**config.mk**
```make
export PLATFORM = sky130hd
export DESIGN_NAME = cover_actuator_flat
export DESIGN_NICKNAME = d
export VERILOG_FILES = /design/src/rtl/cover_actuator_if.sv /design/src/rtl/cover_actuator.sv /design/src/flat_wrapper.sv
export SDC_FILE = /design/constraint.sdc
export NUM_CORES = 1
export LEC_CHECK = 0
export BUFFER_PORTS_ARGS = -buffer_cell sky130_fd_sc_hd__buf_2
export CORE_ASPECT_RATIO = 0.9
export CORE_MARGIN = 3
export CORE_UTILIZATION = 30
export CTS_CLUSTER_SIZE = 20
export DETAILED_ROUTE_END_ITERATION = 16
export HOLD_SLACK_MARGIN = 0.12
export SETUP_SLACK_MARGIN = 0.1
export SLEW_MARGIN = 20
export SYNTH_ARGS = -nofsm -noshare
export SYNTH_HDL_FRONTEND = slang
export SYNTH_SLANG_ARGS = --single-unit
export TNS_END_PERCENT = 50
```
**constraint.sdc**
```tcl
create_clock -name clk -period 4.7 [get_ports clk]
set_input_delay 0 -clock clk [delete_from_list [all_inputs] [get_ports clk]]
set_output_delay 0 -clock clk [all_outputs]
set_load 0.1 [all_outputs]
```
**src/rtl/cover_actuator_if.sv**
```systemverilog
// Command/status bundle between the bakery controller, the pressure model and
// the cover actuator: tick enable, commands in, position and zone flags out.
interface cover_actuator_if #(
  parameter int WIDTH = 16
);
  logic             en;
  logic             X_cover;
  logic             S_pressure_high;
  logic             S_pressure_medium;
  logic [WIDTH-1:0] S_cover;
  logic             S_cover_closed;
  logic             S_cover_leaky;
  logic             S_cover_opened;
  logic             S_cover_fully_opened;
  logic             S_cover_moving;
  logic             S_relief_active;

  modport master (
    output en, X_cover,
    output S_pressure_high, S_pressure_medium,
    input  S_cover, S_cover_closed, S_cover_leaky,
    input  S_cover_opened, S_cover_fully_opened,
    input  S_cover_moving, S_relief_active
  );

  modport slave (
    input  en, X_cover,
    input  S_pressure_high, S_pressure_medium,
    output S_cover, S_cover_closed, S_cover_leaky,
    output S_cover_opened, S_cover_fully_opened,
    output S_cover_moving, S_relief_active
  );
endinterface

```
**src/rtl/cover_actuator.sv**
```systemverilog
// Pressure-vessel cover actuator plant: saturating position integrator,
// reversal dead-time, overpressure relief hold and hysteretic zone FSM.
// Ports: clk, rst (async, active-high), bus (slave side of
// cover_actuator_if: en, X_cover, S_pressure_high/medium in; S_cover,
// zone flags, S_cover_moving, S_relief_active out).
module cover_actuator #(
  parameter int WIDTH      = 16,
  parameter int RATE_OPEN  = 2517,
  parameter int RATE_CLOSE = 2523,
  parameter int T_FULL     = 16384,
  parameter int T_OPEN     = 32768,
  parameter int T_LEAK     = 49152,
  parameter int HYST       = 1024,
  parameter int DEADTIME   = 2,
  parameter int HOLD       = 4
) (
  input logic             clk,
  input logic             rst,
  cover_actuator_if.slave bus
);

  localparam int DW = $clog2(DEADTIME + 2);
  localparam int HW = $clog2(HOLD + 2);

  localparam logic [WIDTH:0] R_OPEN  = (WIDTH+1)'(RATE_OPEN);
  localparam logic [WIDTH:0] R_CLOSE = (WIDTH+1)'(RATE_CLOSE);
  localparam logic [WIDTH:0] TU_FULL = (WIDTH+1)'(T_FULL);
  localparam logic [WIDTH:0] TU_OPEN = (WIDTH+1)'(T_OPEN);
  localparam logic [WIDTH:0] TU_LEAK = (WIDTH+1)'(T_LEAK);
  localparam logic [WIDTH:0] TD_FULL = (WIDTH+1)'(T_FULL - HYST);
  localparam logic [WIDTH:0] TD_OPEN = (WIDTH+1)'(T_OPEN - HYST);
  localparam logic [WIDTH:0] TD_LEAK = (WIDTH+1)'(T_LEAK - HYST);

  typedef enum logic [1:0] {
    Z_FULL,
    Z_OPEN,
    Z_LEAKY,
    Z_CLOSED
  } zone_e;

  logic [WIDTH-1:0] pos_q, pos_d;
  logic             dir_q, dir_d;
  logic [DW-1:0]    dead_q, dead_d;
  logic [HW-1:0]    hold_q, hold_d;
  zone_e            zone_q, zone_d;

  logic [WIDTH:0]   pos_x, sub_x, add_x;
  logic             force_open;
  logic             xe;
  logic             at_limit;
  logic             moving;

  // dir/xe encoding follows X_cover: 1 = open, 0 = close.
  always_comb begin
    pos_x = {1'b0, pos_q};
    sub_x = pos_x - R_OPEN;
    add_x = pos_x + R_CLOSE;
    force_open = bus.S_pressure_high
               | (hold_q != '0)
               | ((zone_q == Z_CLOSED)
                  & bus.S_pressure_medium);
    xe = force_open | bus.X_cover;
    at_limit = xe ? (pos_q == '0)
                  : (pos_q == {WIDTH{1'b1}});
    moving = (xe == dir_q)
           & (dead_q == '0)
           & ~at_limit;
  end

  always_comb begin
    pos_d  = pos_q;
    dir_d  = dir_q;
    dead_d = dead_q;
    hold_d = hold_q;
    zone_d = zone_q;
    if (bus.en) begin
      if (xe != dir_q) begin
        dir_d  = xe;
        dead_d = DW'(DEADTIME);
      end else if (dead_q != '0) begin
        dead_d = dead_q - DW'(1);
      end else if (xe) begin
        // borrow out of the extra bit means we passed fully open
        pos_d = sub_x[WIDTH] ? '0 : sub_x[WIDTH-1:0];
      end else begin
        pos_d = add_x[WIDTH] ? '1 : add_x[WIDTH-1:0];
      end

      if (bus.S_pressure_high)
        hold_d = HW'(HOLD);
      else if (hold_q != '0)
        hold_d = hold_q - HW'(1);

      // Zone follows the registered position, one step per tick.
      unique case (zone_q)
        Z_FULL: begin
          if (pos_x >= TU_FULL) zone_d = Z_OPEN;
        end
        Z_OPEN: begin
          if (pos_x >= TU_OPEN)
            zone_d = Z_LEAKY;
          else if (pos_x < TD_FULL)
            zone_d = Z_FULL;
        end
        Z_LEAKY: begin
          if (pos_x >= TU_LEAK)
            zone_d = Z_CLOSED;
          else if (pos_x < TD_OPEN)
            zone_d = Z_OPEN;
        end
        Z_CLOSED: begin
          if (pos_x < TD_LEAK) zone_d = Z_LEAKY;
        end
        default: zone_d = Z_FULL;
      endcase
    end
  end

  always_ff @(posedge clk or posedge rst) begin
    if (rst) begin
      pos_q  <= '0;
      dir_q  <= 1'b1;
      dead_q <= '0;
      hold_q <= '0;
      zone_q <= Z_FULL;
    end else begin
      pos_q  <= pos_d;
      dir_q  <= dir_d;
      dead_q <= dead_d;
      hold_q <= hold_d;
      zone_q <= zone_d;
    end
  end

  assign bus.S_cover              = pos_q;
  assign bus.S_cover_closed       = (zone_q == Z_CLOSED);
  assign bus.S_cover_leaky        = (zone_q == Z_LEAKY);
  assign bus.S_cover_opened       = (zone_q == Z_OPEN)
                                  | (zone_q == Z_FULL);
  assign bus.S_cover_fully_opened = (zone_q == Z_FULL);
  assign bus.S_cover_moving       = moving;
  assign bus.S_relief_active      = bus.S_pressure_high
                                  | (hold_q != '0);

endmodule

```
**src/flat_wrapper.sv**
```systemverilog
// flat-port wrapper written by rule: the top's interface ports become plain ports
module cover_actuator_flat 
#(
  parameter int WIDTH      = 16,
  parameter int RATE_OPEN  = 2517,
  parameter int RATE_CLOSE = 2523,
  parameter int T_FULL     = 16384,
  parameter int T_OPEN     = 32768,
  parameter int T_LEAK     = 49152,
  parameter int HYST       = 1024,
  parameter int DEADTIME   = 2,
  parameter int HOLD       = 4
)
  (clk, rst, bus_en, bus_X_cover, bus_S_pressure_high, bus_S_pressure_medium, bus_S_cover, bus_S_cover_closed, bus_S_cover_leaky, bus_S_cover_opened, bus_S_cover_fully_opened, bus_S_cover_moving, bus_S_relief_active);
  cover_actuator_if #(.WIDTH(WIDTH)) bus_i ();
  input logic clk;
  input logic rst;
  input wire logic [$bits(bus_i.en)-1:0] bus_en;
  input wire logic [$bits(bus_i.X_cover)-1:0] bus_X_cover;
  input wire logic [$bits(bus_i.S_pressure_high)-1:0] bus_S_pressure_high;
  input wire logic [$bits(bus_i.S_pressure_medium)-1:0] bus_S_pressure_medium;
  output wire logic [$bits(bus_i.S_cover)-1:0] bus_S_cover;
  output wire logic [$bits(bus_i.S_cover_closed)-1:0] bus_S_cover_closed;
  output wire logic [$bits(bus_i.S_cover_leaky)-1:0] bus_S_cover_leaky;
  output wire logic [$bits(bus_i.S_cover_opened)-1:0] bus_S_cover_opened;
  output wire logic [$bits(bus_i.S_cover_fully_opened)-1:0] bus_S_cover_fully_opened;
  output wire logic [$bits(bus_i.S_cover_moving)-1:0] bus_S_cover_moving;
  output wire logic [$bits(bus_i.S_relief_active)-1:0] bus_S_relief_active;
  assign bus_i.en = bus_en;
  assign bus_i.X_cover = bus_X_cover;
  assign bus_i.S_pressure_high = bus_S_pressure_high;
  assign bus_i.S_pressure_medium = bus_S_pressure_medium;
  assign bus_S_cover = bus_i.S_cover;
  assign bus_S_cover_closed = bus_i.S_cover_closed;
  assign bus_S_cover_leaky = bus_i.S_cover_leaky;
  assign bus_S_cover_opened = bus_i.S_cover_opened;
  assign bus_S_cover_fully_opened = bus_i.S_cover_fully_opened;
  assign bus_S_cover_moving = bus_i.S_cover_moving;
  assign bus_S_relief_active = bus_i.S_relief_active;
  cover_actuator #(.WIDTH(WIDTH), .RATE_OPEN(RATE_OPEN), .RATE_CLOSE(RATE_CLOSE), .T_FULL(T_FULL), .T_OPEN(T_OPEN), .T_LEAK(T_LEAK), .HYST(HYST), .DEADTIME(DEADTIME), .HOLD(HOLD)) u_core (.clk(clk), .rst(rst), .bus(bus_i));
endmodule
```
After elaboration in Yosys (flattened, before gate mapping)
Index checks and enable logic that the tools add are counted.
{"block": "totals", "ff_bits": 24, "inputBits": 6, "out_inout_bits": 22, "elab_cells": 62}
{"block": "op_classes", "add_sub_neg": 4, "n_lt_le_gt_ge": 6, "eq_ne": 10, "muxes": 15, "bitwise_logic": 10, "n_reduce_logical": 12}
{"operator": "two-way mux 16 bit", "count": 3}
{"operator": "greater-or-equal comparator 16 bit (second input constant)", "count": 2}
{"operator": "adder 16 x 12 -> 17 bit (second input constant)", "count": 1}
{"operator": "subtractor 16 x 12 -> 17 bit (second input constant)", "count": 1}
{"operator": "== test 16 bit (second input constant)", "count": 1}
{"operator": "greater-or-equal comparator 16 x 15 -> 1 bit (second input constant)", "count": 1}
{"operator": "zero test 16 bit", "count": 1}
{"operator": "< comparator 16 x 14 -> 1 bit (second input constant)", "count": 1}
{"operator": "< comparator 16 x 15 -> 1 bit (second input constant)", "count": 1}
{"operator": "< comparator 16 bit (second input constant)", "count": 1}
{"operator": "two-way mux 2 bit", "count": 8}
{"operator": "case mux 2 bit (4 select lines)", "count": 1}
{"operator": "two-way mux 3 bit", "count": 2}
{"operator": "inequality test 3 x 1 -> 1 bit (second input constant)", "count": 2}
{"operator": "AND reduction 2 bit", "count": 3}
{"operator": "nonzero test 2 bit", "count": 3}
{"operator": "AND reduction 5 bit", "count": 1}
{"operator": "== test 2 bit (second input constant)", "count": 2}
{"operator": "zero test 2 bit", "count": 2}
{"operator": "inequality test 2 x 1 -> 1 bit (second input constant)", "count": 2}
{"operator": "OR 1 bit", "count": 4}
{"operator": "AND 1 bit", "count": 3}
{"operator": "NOT 1 bit", "count": 3}
{"operator": "AND reduction 3 bit", "count": 1}
{"operator": "7 further kinds", "count": 7}

Logic depth before layout (Yosys ltp)
Gate-level depths: netlist of run 1.
{"block": "logic_depth", "ltp_word": 7, "depth_mapped": 10, "mapped_depth_nobuf": 8}

Worst setup path after synthesis of run 1
OpenSTA, ideal clock, no wires.
{"block": "synth_path", "path_kind": "reg-to-output", "startpoint": "register u_core.pos_q[0], in the netlist u_core.bus.S_cover[0]", "endpoint": "output port bus_S_cover_moving", "arrival_time_ps": 3055, "t_required_ps": 4700, "slack_ps": 1645, "stages_incl_launch_ff": 7, "n_path_buf": 0, "cell_sequence": "dfrtp_1 -> inv_1 -> ha_1 -> nor4b_1 -> nand4_1 -> a31oi_1 -> nor2b_1"}
{"block": "synth_between", "elab_chain_cells": 4, "word_cells_on_any_way": 5}
{"item": "start, declared", "line_no": "cover_actuator.sv:41", "rtl": "logic [WIDTH-1:0] pos_q, pos_d;"}
{"item": "start signal, assigned", "line_no": "cover_actuator.sv:127", "rtl": "pos_q <= pos_d;"}
{"item": "== test 16 bit / zero test 16 bit (equally long branches)", "line_no": "cover_actuator.sv:64, cover_actuator.sv:63"}
{"item": "two-way mux 1 bit *", "line_no": "cover_actuator.sv:63", "rtl": "at_limit = xe ? (pos_q == '0)"}
{"item": "NOT 1 bit *", "line_no": "cover_actuator.sv:67", "rtl": "& ~at_limit;"}
{"item": "AND 1 bit *", "line_no": "cover_actuator.sv:67"}
{"item": "end, declared", "line_no": "flat_wrapper.sv:27", "rtl": "output wire logic [$bits(bus_i.S_cover_moving)-1:0] bus_S_cover_moving;"}
Every way passes the cells marked *; elsewhere a longest branch is shown, timed or not.

Final worst setup path of run 1
{"block": "layout_path", "startpoint": "register u_core.hold_q[0]", "endpoint": "register u_core.pos_q[11], in the netlist u_core.bus.S_cover[11]"}
{"block": "layout_between", "elab_chain_cells": 7, "word_cells_on_any_way": 8}
{"item": "start, declared", "line_no": "cover_actuator.sv:44", "rtl": "logic [HW-1:0] hold_q, hold_d;"}
{"item": "start signal, assigned", "line_no": "cover_actuator.sv:130", "rtl": "hold_q <= hold_d;"}
{"item": "nonzero test 3 bit *", "line_no": "cover_actuator.sv:59", "rtl": "| (hold_q != '0)"}
{"item": "OR 1 bit *", "line_no": "cover_actuator.sv:59"}
{"item": "OR 1 bit *", "line_no": "cover_actuator.sv:60", "rtl": "| ((zone_q == Z_CLOSED)"}
{"item": "OR 1 bit *", "line_no": "cover_actuator.sv:62", "rtl": "xe = force_open | bus.X_cover;"}
{"item": "inequality test 1 bit", "line_no": "cover_actuator.sv:77", "rtl": "if (xe != dir_q) begin"}
{"item": "NOT 1 bit (no line)"}
{"item": "AND reduction 3 bit (no line)"}
Marks and branches as above.
A chain may end at the register's enable or synchronous reset.

==> results of run 1 <==
==> state kept, by name (all words and copies together), names as in the netlist <==
name                count
u_core.dir_q            1
u_core.zone_q           2
u_core.hold_q           3
u_core.dead_q           2
u_core.bus.S_cover     16
==> cell families (layout without fill, tap and decap cells) <==
group	Yosys count	after routing	synth area share [%]
AOI/OAI and AO/OA	89	89	29.9
adders and majority gates	5	5	3.03
and+or+nand+nor	100	100	25.8
muxes	2	2	0.970
buffers and inverters	32	45	7.39
DFF	24	24	29.2
xor gates and xnor gates	9	9	3.82
==> placed cells by master (no fill, tap or decap), drive strengths merged, types with 3 or more instances in the layout <==
master,count
a31oi,4
clkbuf,4
nor3,8
nor2,27
buf,27
nor2b,3
a21oi,24
nor4,6
inv,10
dfrtp,23
ha,5
o31ai,6
a21o,4
xor2,4
nand2,26
o221ai,3
o21ai,22
xnor2,5
nand4,8
nand3,8
a211oi,3
nand2b,5
dlygate4sd3,3
==> per-stage QoR <==
stage / cells / instance area (um^2)
3_5_place_dp: 357 / 2200
6_report: 364 / 2290
3_3_place_gp: 357 / 2200
5_1_grt: 364 / 2290
4_1_cts: 364 / 2290
2_1_floorplan: 261 / 2060
==> layout make-up <==
cell class / count / area share [%]
multi-input combinational: 205 / 57.3
sequential: 24 / 26.3
timing repair buffer: 30 / 7.22
tap: 90 / 4.93
clock buffer: 4 / 2.41
inverter: 11 / 1.81
==> worst max-delay path, cell delays in order (launching register included) <==
cell and delay, ps:
dfrtp_1 400, inv_1 90, ha_1 190, nor4b_2 320, and2_1 470, o21a_1 670
nor2_2 130, nand4_1 130, o211a_1 150
==> worst min path at each step <==
stage                                    from                     to  slack (ps)  cells past startpoint
after floorplan                           rst  u_core.bus.S_cover[0]          10                      1
after global placement    bus_S_pressure_high       u_core.hold_q[1]         270                      2
after detailed placement  bus_S_pressure_high       u_core.hold_q[1]         270                      2
after CTS                         bus_X_cover  u_core.bus.S_cover[7]         240                      4
after global routing              bus_X_cover  u_core.bus.S_cover[7]         260                      4
final                             bus_X_cover  u_core.bus.S_cover[7]         260                      4
==> per-layer routing <==
metal	wire [um]	global-route usage [%]	vias to the layer above
met3	244	2.33	5
met4	66	4.79	0
met2	2520	22.7	43
li1	-	-	982
met5	0	0	-
met1	2720	21.1	931
==> what timing repair did <==
action | 4_1_cts | 5_1_grt
endpoints found under the hold margin | 27 | 0
setup buffers | 0 | 0
hold buffers | 3 | 0
==> impl_metrics.toml, run 1 <==
[global_routing]
globalRouteTotalUtil_pct = 14.8
first_global_vias = 1869
initial_antenna_violation_count = 0
maximum_number_of_pins_on_one_net_before_global_route_repair = 25
grt_first_pass_wirelength_mm = 9.40
grt-ovfl-total = 0

[finish]
syn_to_final_growth_pct = 10.7
layout-drive-gt1-share_pct = 17.5
nets = 286
fillers = 710
register_area_um2 = 602
multi_input_area_um2 = 1310
final_core_utilization_pct = 34.5
antenna-diode-count = 0

[setup_path]
cp_max_fo = 20
r2r_end = "u_core.bus.S_cover[11]"
criticalPathCategory = "reg -> reg"
crit_path_end = "u_core.bus.S_cover[11]"
number_of_cells_on_the_worst_reg_to_reg_path = 8
cp.arrival_ps = 2830
crit_path_start_kind = "register"
setup.worst_path.start = "u_core.hold_q[0]"
r2r-start = "u_core.hold_q[0]"
r2r_setup_slack_ps = 2100
crit_required_ps = 4920
end_kind = "register"

[clock_network]
clkSinkCount = 24
clock_tree.buffer_depth = 2
post_cts_resized = 0
path_clk_slew_ps = 90
clock_insertion_delay_at_the_later_pin_of_the_skew_report_ps = 280
tritoncts.num_buffers = 3
clock_tree.root_cell = "clkbuf_8"
tritoncts = "done"
ctsHtreeMaxLevel = 1

[timing]
setup_slack_ps = 2100
timing.clock.skew_ps = 2.27
fmax_mhz = 384
grt_setup_unrepaired = "false"
worst_pin_slew_ps = 923
final-setup-viol-count = 0
maxSlewHeadroom_pct = 38.1
tns_ps = 0
fin_hold_ws_ps = 261
layout_worst_path_cycle_share_pct = 55.4
slew_violations = 0
hold_violations = 0
layout_min_cycle_time_ps = 2600

[floorplan]
floorplan.rows = 28
floorplan.initialDensity_pct = 31.2
chipHeight_um = 84.7
die_w_um = 93.4
core_area_um2 = 6620
fp.dieArea_um2 = 7910
pin_count = 28

[route]
post-route-drc-count = 0
initialDrtViolationCount = 194
drt-pass1-iter-count = 4
route.detailed.vias_per_inst = 5.39
route.vias.total = 1961
drt-wirelength-per-cell_um = 15.2
totalWireLength_mm = 5.55
ant_nets = 0

[yosys]
yosysMostFrequentCell = "nor2_1"
mappedNetlistArea_um2 = 2060
ys_ff_latch = 24
post_synth_most_frequent_cells = "nor2_1, nand2_1, a21oi_1, dfrtp_1, o21ai_0"
synthArstFlopShare_pct = 100
ys.warnings.count = 0
synthesis.instances = 261
synth_top_cells_by_area = "dfrtp_1, a21oi_1, nor2_1"
cell_variety_after_synth = 63
postSynth.topFlopCell = "dfrtp_1"
synth-edff-count = 0
post_synthesis_sequential_area_ratio_pct = 29.2
netlist.top_cell.by_area = "dfrtp_1"
syn-num-nets = 272
netlist.area_leader.share_pct = 27.9
synthesis.area_per_instance_um2 = 7.91

[placement]
port-buffer-count = 27
hpwlAfterDp_mm = 3.81
dp_worst_setup_slack_ps = 2120
gp_congestion = 0.855

[hold_path]
timing.hold.worst.class = "in -> reg"

[flow_run]
max_cap_viol_count = 0

[outcome]
status = "finished clean"
Power of run 1 is left out: the tool's default activity adds up to more than one toggle a clock period on the data nets, which glitch-free logic cannot reach.
==> run 2, diff against run 1 <==
--- a/config.mk
+++ b/config.mk
@@ -5,6 +5,7 @@
 export SDC_FILE = /design/constraint.sdc
 export NUM_CORES = 1
 export LEC_CHECK = 0
+export ABC_AREA = 1
 export BUFFER_PORTS_ARGS = -buffer_cell sky130_fd_sc_hd__buf_2
 export CORE_ASPECT_RATIO = 0.9
 export CORE_MARGIN = 3
==> constraint.sdc (replaced) <==
create_clock -name clk -period 2.2 [get_ports clk]
set_input_delay 0 -clock clk [delete_from_list [all_inputs] [get_ports clk]]
set_output_delay 0 -clock clk [all_outputs]
set_load 0.1 [all_outputs]
==> run 2 against run 1 <==
Net effect:
- synthesized cell count rose by 47%
- final cell count rose by 40%
- design area increased by 23%
- sequential share of layout area shrank 4.7 points
- clock-buffer cell count down 1
- highest routed layer unchanged
==> impl_metrics.toml, run 2 <==
[outcome]
status = "finished clean"

[timing]
timing.clock.skew_ps = 11.9
slew_violations = 0
hold_violations = 0
worst_pin_slew_ps = 494
maxSlewHeadroom_pct = 67.3
layout_worst_path_cycle_share_pct = 88.8
layout_min_cycle_time_ps = 1950
grt_setup_unrepaired = "true"
fmax_mhz = 512
final-setup-viol-count = 0

[placement]
hpwlAfterDp_mm = 5.34
gp_congestion = 0.914
place_area_um2 = 2670
port-buffer-count = 27
place_inst = 499

[clock_network]
tritoncts = "done"
clock_tree.buffer_depth = 2
clock_insertion_delay_at_the_later_pin_of_the_skew_report_ps = 290
tritoncts.num_buffers = 3
path_clk_slew_ps = 110
clock_tree.root_cell = "clkbuf_8"
ctsHtreeMaxLevel = 1
clkSinkCount = 24

[yosys]
yosysMostFrequentCell = "nand2_1"
synthArstFlopShare_pct = 100
netlist.area_leader.share_pct = 23.7
post_synthesis_sequential_area_ratio_pct = 24.8
netlist.top_cell.by_area = "dfrtp_1"
syn-num-nets = 394
mappedNetlistArea_um2 = 2430
post_synth_most_frequent_cells = "nand2_1, nand3_1, inv_1, dfrtp_1, nor2_1"
postSynth.topFlopCell = "dfrtp_1"
synth-edff-count = 0
ys.warnings.count = 0
synthesis.area_per_instance_um2 = 6.34
ys_ff_latch = 24
synthesis.instances = 383
synth_top_cells_by_area = "dfrtp_1, nand2_1, nand3_1"
cell_variety_after_synth = 39

[flow_run]
max_cap_viol_count = 0

[finish]
most-common-layout-cells = "nand2_1, nand3_1, inv_1"
syn_to_final_growth_pct = 16.0
final_core_utilization_pct = 36.6
final_area_um2 = 2820
largest_register_ffs = 16
layout-drive-gt1-share_pct = 24.2
antenna-diode-count = 0
final_common_cell = "nand2_1"
finish.cell_count_without_fillers = 510
fillers = 796
nets = 426

[global_routing]
grt-ovfl-total = 0
globalRouteTotalUtil_pct = 16.0
initial_antenna_violation_count = 0
maximum_number_of_pins_on_one_net_before_global_route_repair = 25
grt_first_pass_wirelength_mm = 12.0
first_global_vias = 2375

[setup_path]
crit_path_start_kind = "register"
setup.worst_path.start = "u_core.hold_q[0]"
criticalPathCategory = "reg -> out"
crit_path_end = "bus_S_cover_moving"
r2r-start = "u_core.hold_q[0]"
cp.arrival_ps = 1950
r2r_setup_slack_ps = 300
r2r_end = "u_core.bus.S_cover[10]"
cp_max_fo = 4
number_of_cells_on_the_worst_reg_to_reg_path = 12
end_kind = "primary output"
crit_required_ps = 2200

[floorplan]
chipHeight_um = 91.4
floorplan.initialDensity_pct = 31.6
floorplan.rows = 30
fp.dieArea_um2 = 9220
pin_count = 28
core_area_um2 = 7690
die_w_um = 101

[route]
route.detailed.vias_per_inst = 4.94
drt-wirelength-per-cell_um = 13.6
ant_nets = 0
drt-pass1-iter-count = 7
totalWireLength_mm = 6.92
route.vias.total = 2521
post-route-drc-count = 0
initialDrtViolationCount = 226

[hold_path]
timing.hold.worst.class = "in -> async"
==> run 2: cell count changes after synthesis, sizes merged, moves of 5 or more <==
cell / before / now
nand2b: 5 / 0
nor2: 27 / 40
o21ai: 22 / 15
clkbuf: 9 / 0
xnor2: 5 / 0
a21oi: 24 / 5
nand3: 8 / 51
inv: 11 / 43
nand2: 26 / 158
nor4: 6 / 1
==> run 2: metrics by stage <==
| step | hold WS, ps | setup TNS (ps) | setup slack, ps |
|---|---|---|---|
| detailed placement | 77.5 | 0 | 275 |
| CTS | 265 | 0 | 153 |
| global route | 364 | 0 | 86.7 |
| floorplan | 13.5 | -77.3 | -77.3 |
| finish | 296 | 0 | 247 |
| global placement | 74.9 | 0 | 335 |
==> run 2: area by class of cell <==
cell class              instances  area, um^2  area share [%]
repair buffers                 38         243            8.61
well taps                      96         120            4.26
clock inverters                 1        30.0            1.07
inverters                      45         175            6.22
multi-input cells             303        1600            56.8
clock buffers                   3        41.3            1.47
flip-flops and latches         24         608            21.6
==> run 2: metal layers <==
layer | share of wire (%) | up-vias | GRT usage [%] | wire length, um
met2 | 45 | 94 | 24.7 | 3120
met4 | 0.79 | 0 | 3.03 | 55
met3 | 7.5 | 10 | 3.38 | 517
met5 | 0 | - | 0 | 0
li1 | - | 1284 | - | -
met1 | 47 | 1133 | 22.8 | 3230
==> run 2: critical path, cell delays in order (launching register included) <==
cell     delay (ps)
dfrtp_1         370
inv_1           110
ha_2            220
nand3_4         100
nor2_8          120
nand2_2          50
nand2_2         110
nand2_1         130
nor3_4          260
buf_12          200
==> run 2: logic make-up after synthesis <==
family	count (synthesis)	share of synthesized area [%]
AO/OA/AOI/OAI	30	8.70
XOR/XNOR	7	2.52
adder cells (fa/ha/maj)	5	2.57
buffers and inverters	56	10.8
flip-flops	24	24.8
AND/OR/NAND/NOR	261	50.6
==> run 2: how the worst min path moves through the flow <==
| stage | startpoint | endpoint | slack, ps |
|---|---|---|---|
| floorplan | rst | u_core.bus.S_cover[10] | 10 |
| global placement | rst | u_core.dead_q[1] | 70 |
| detailed placement | rst | u_core.hold_q[1] | 80 |
| CTS | bus_X_cover | u_core.bus.S_cover[7] | 270 |
| global route | rst | u_core.dead_q[1] | 360 |
| finish | rst | u_core.bus.S_cover[15] | 300 |
==> run 2: repair_timing <==
item	in CTS	in global routing
hold endpoints to repair	28	0
hold buffers	4	0
setup endpoints to repair	0	5
gates resized for setup	0	3
buffers inserted	0	3
Power of run 2 is left out for the same reason.
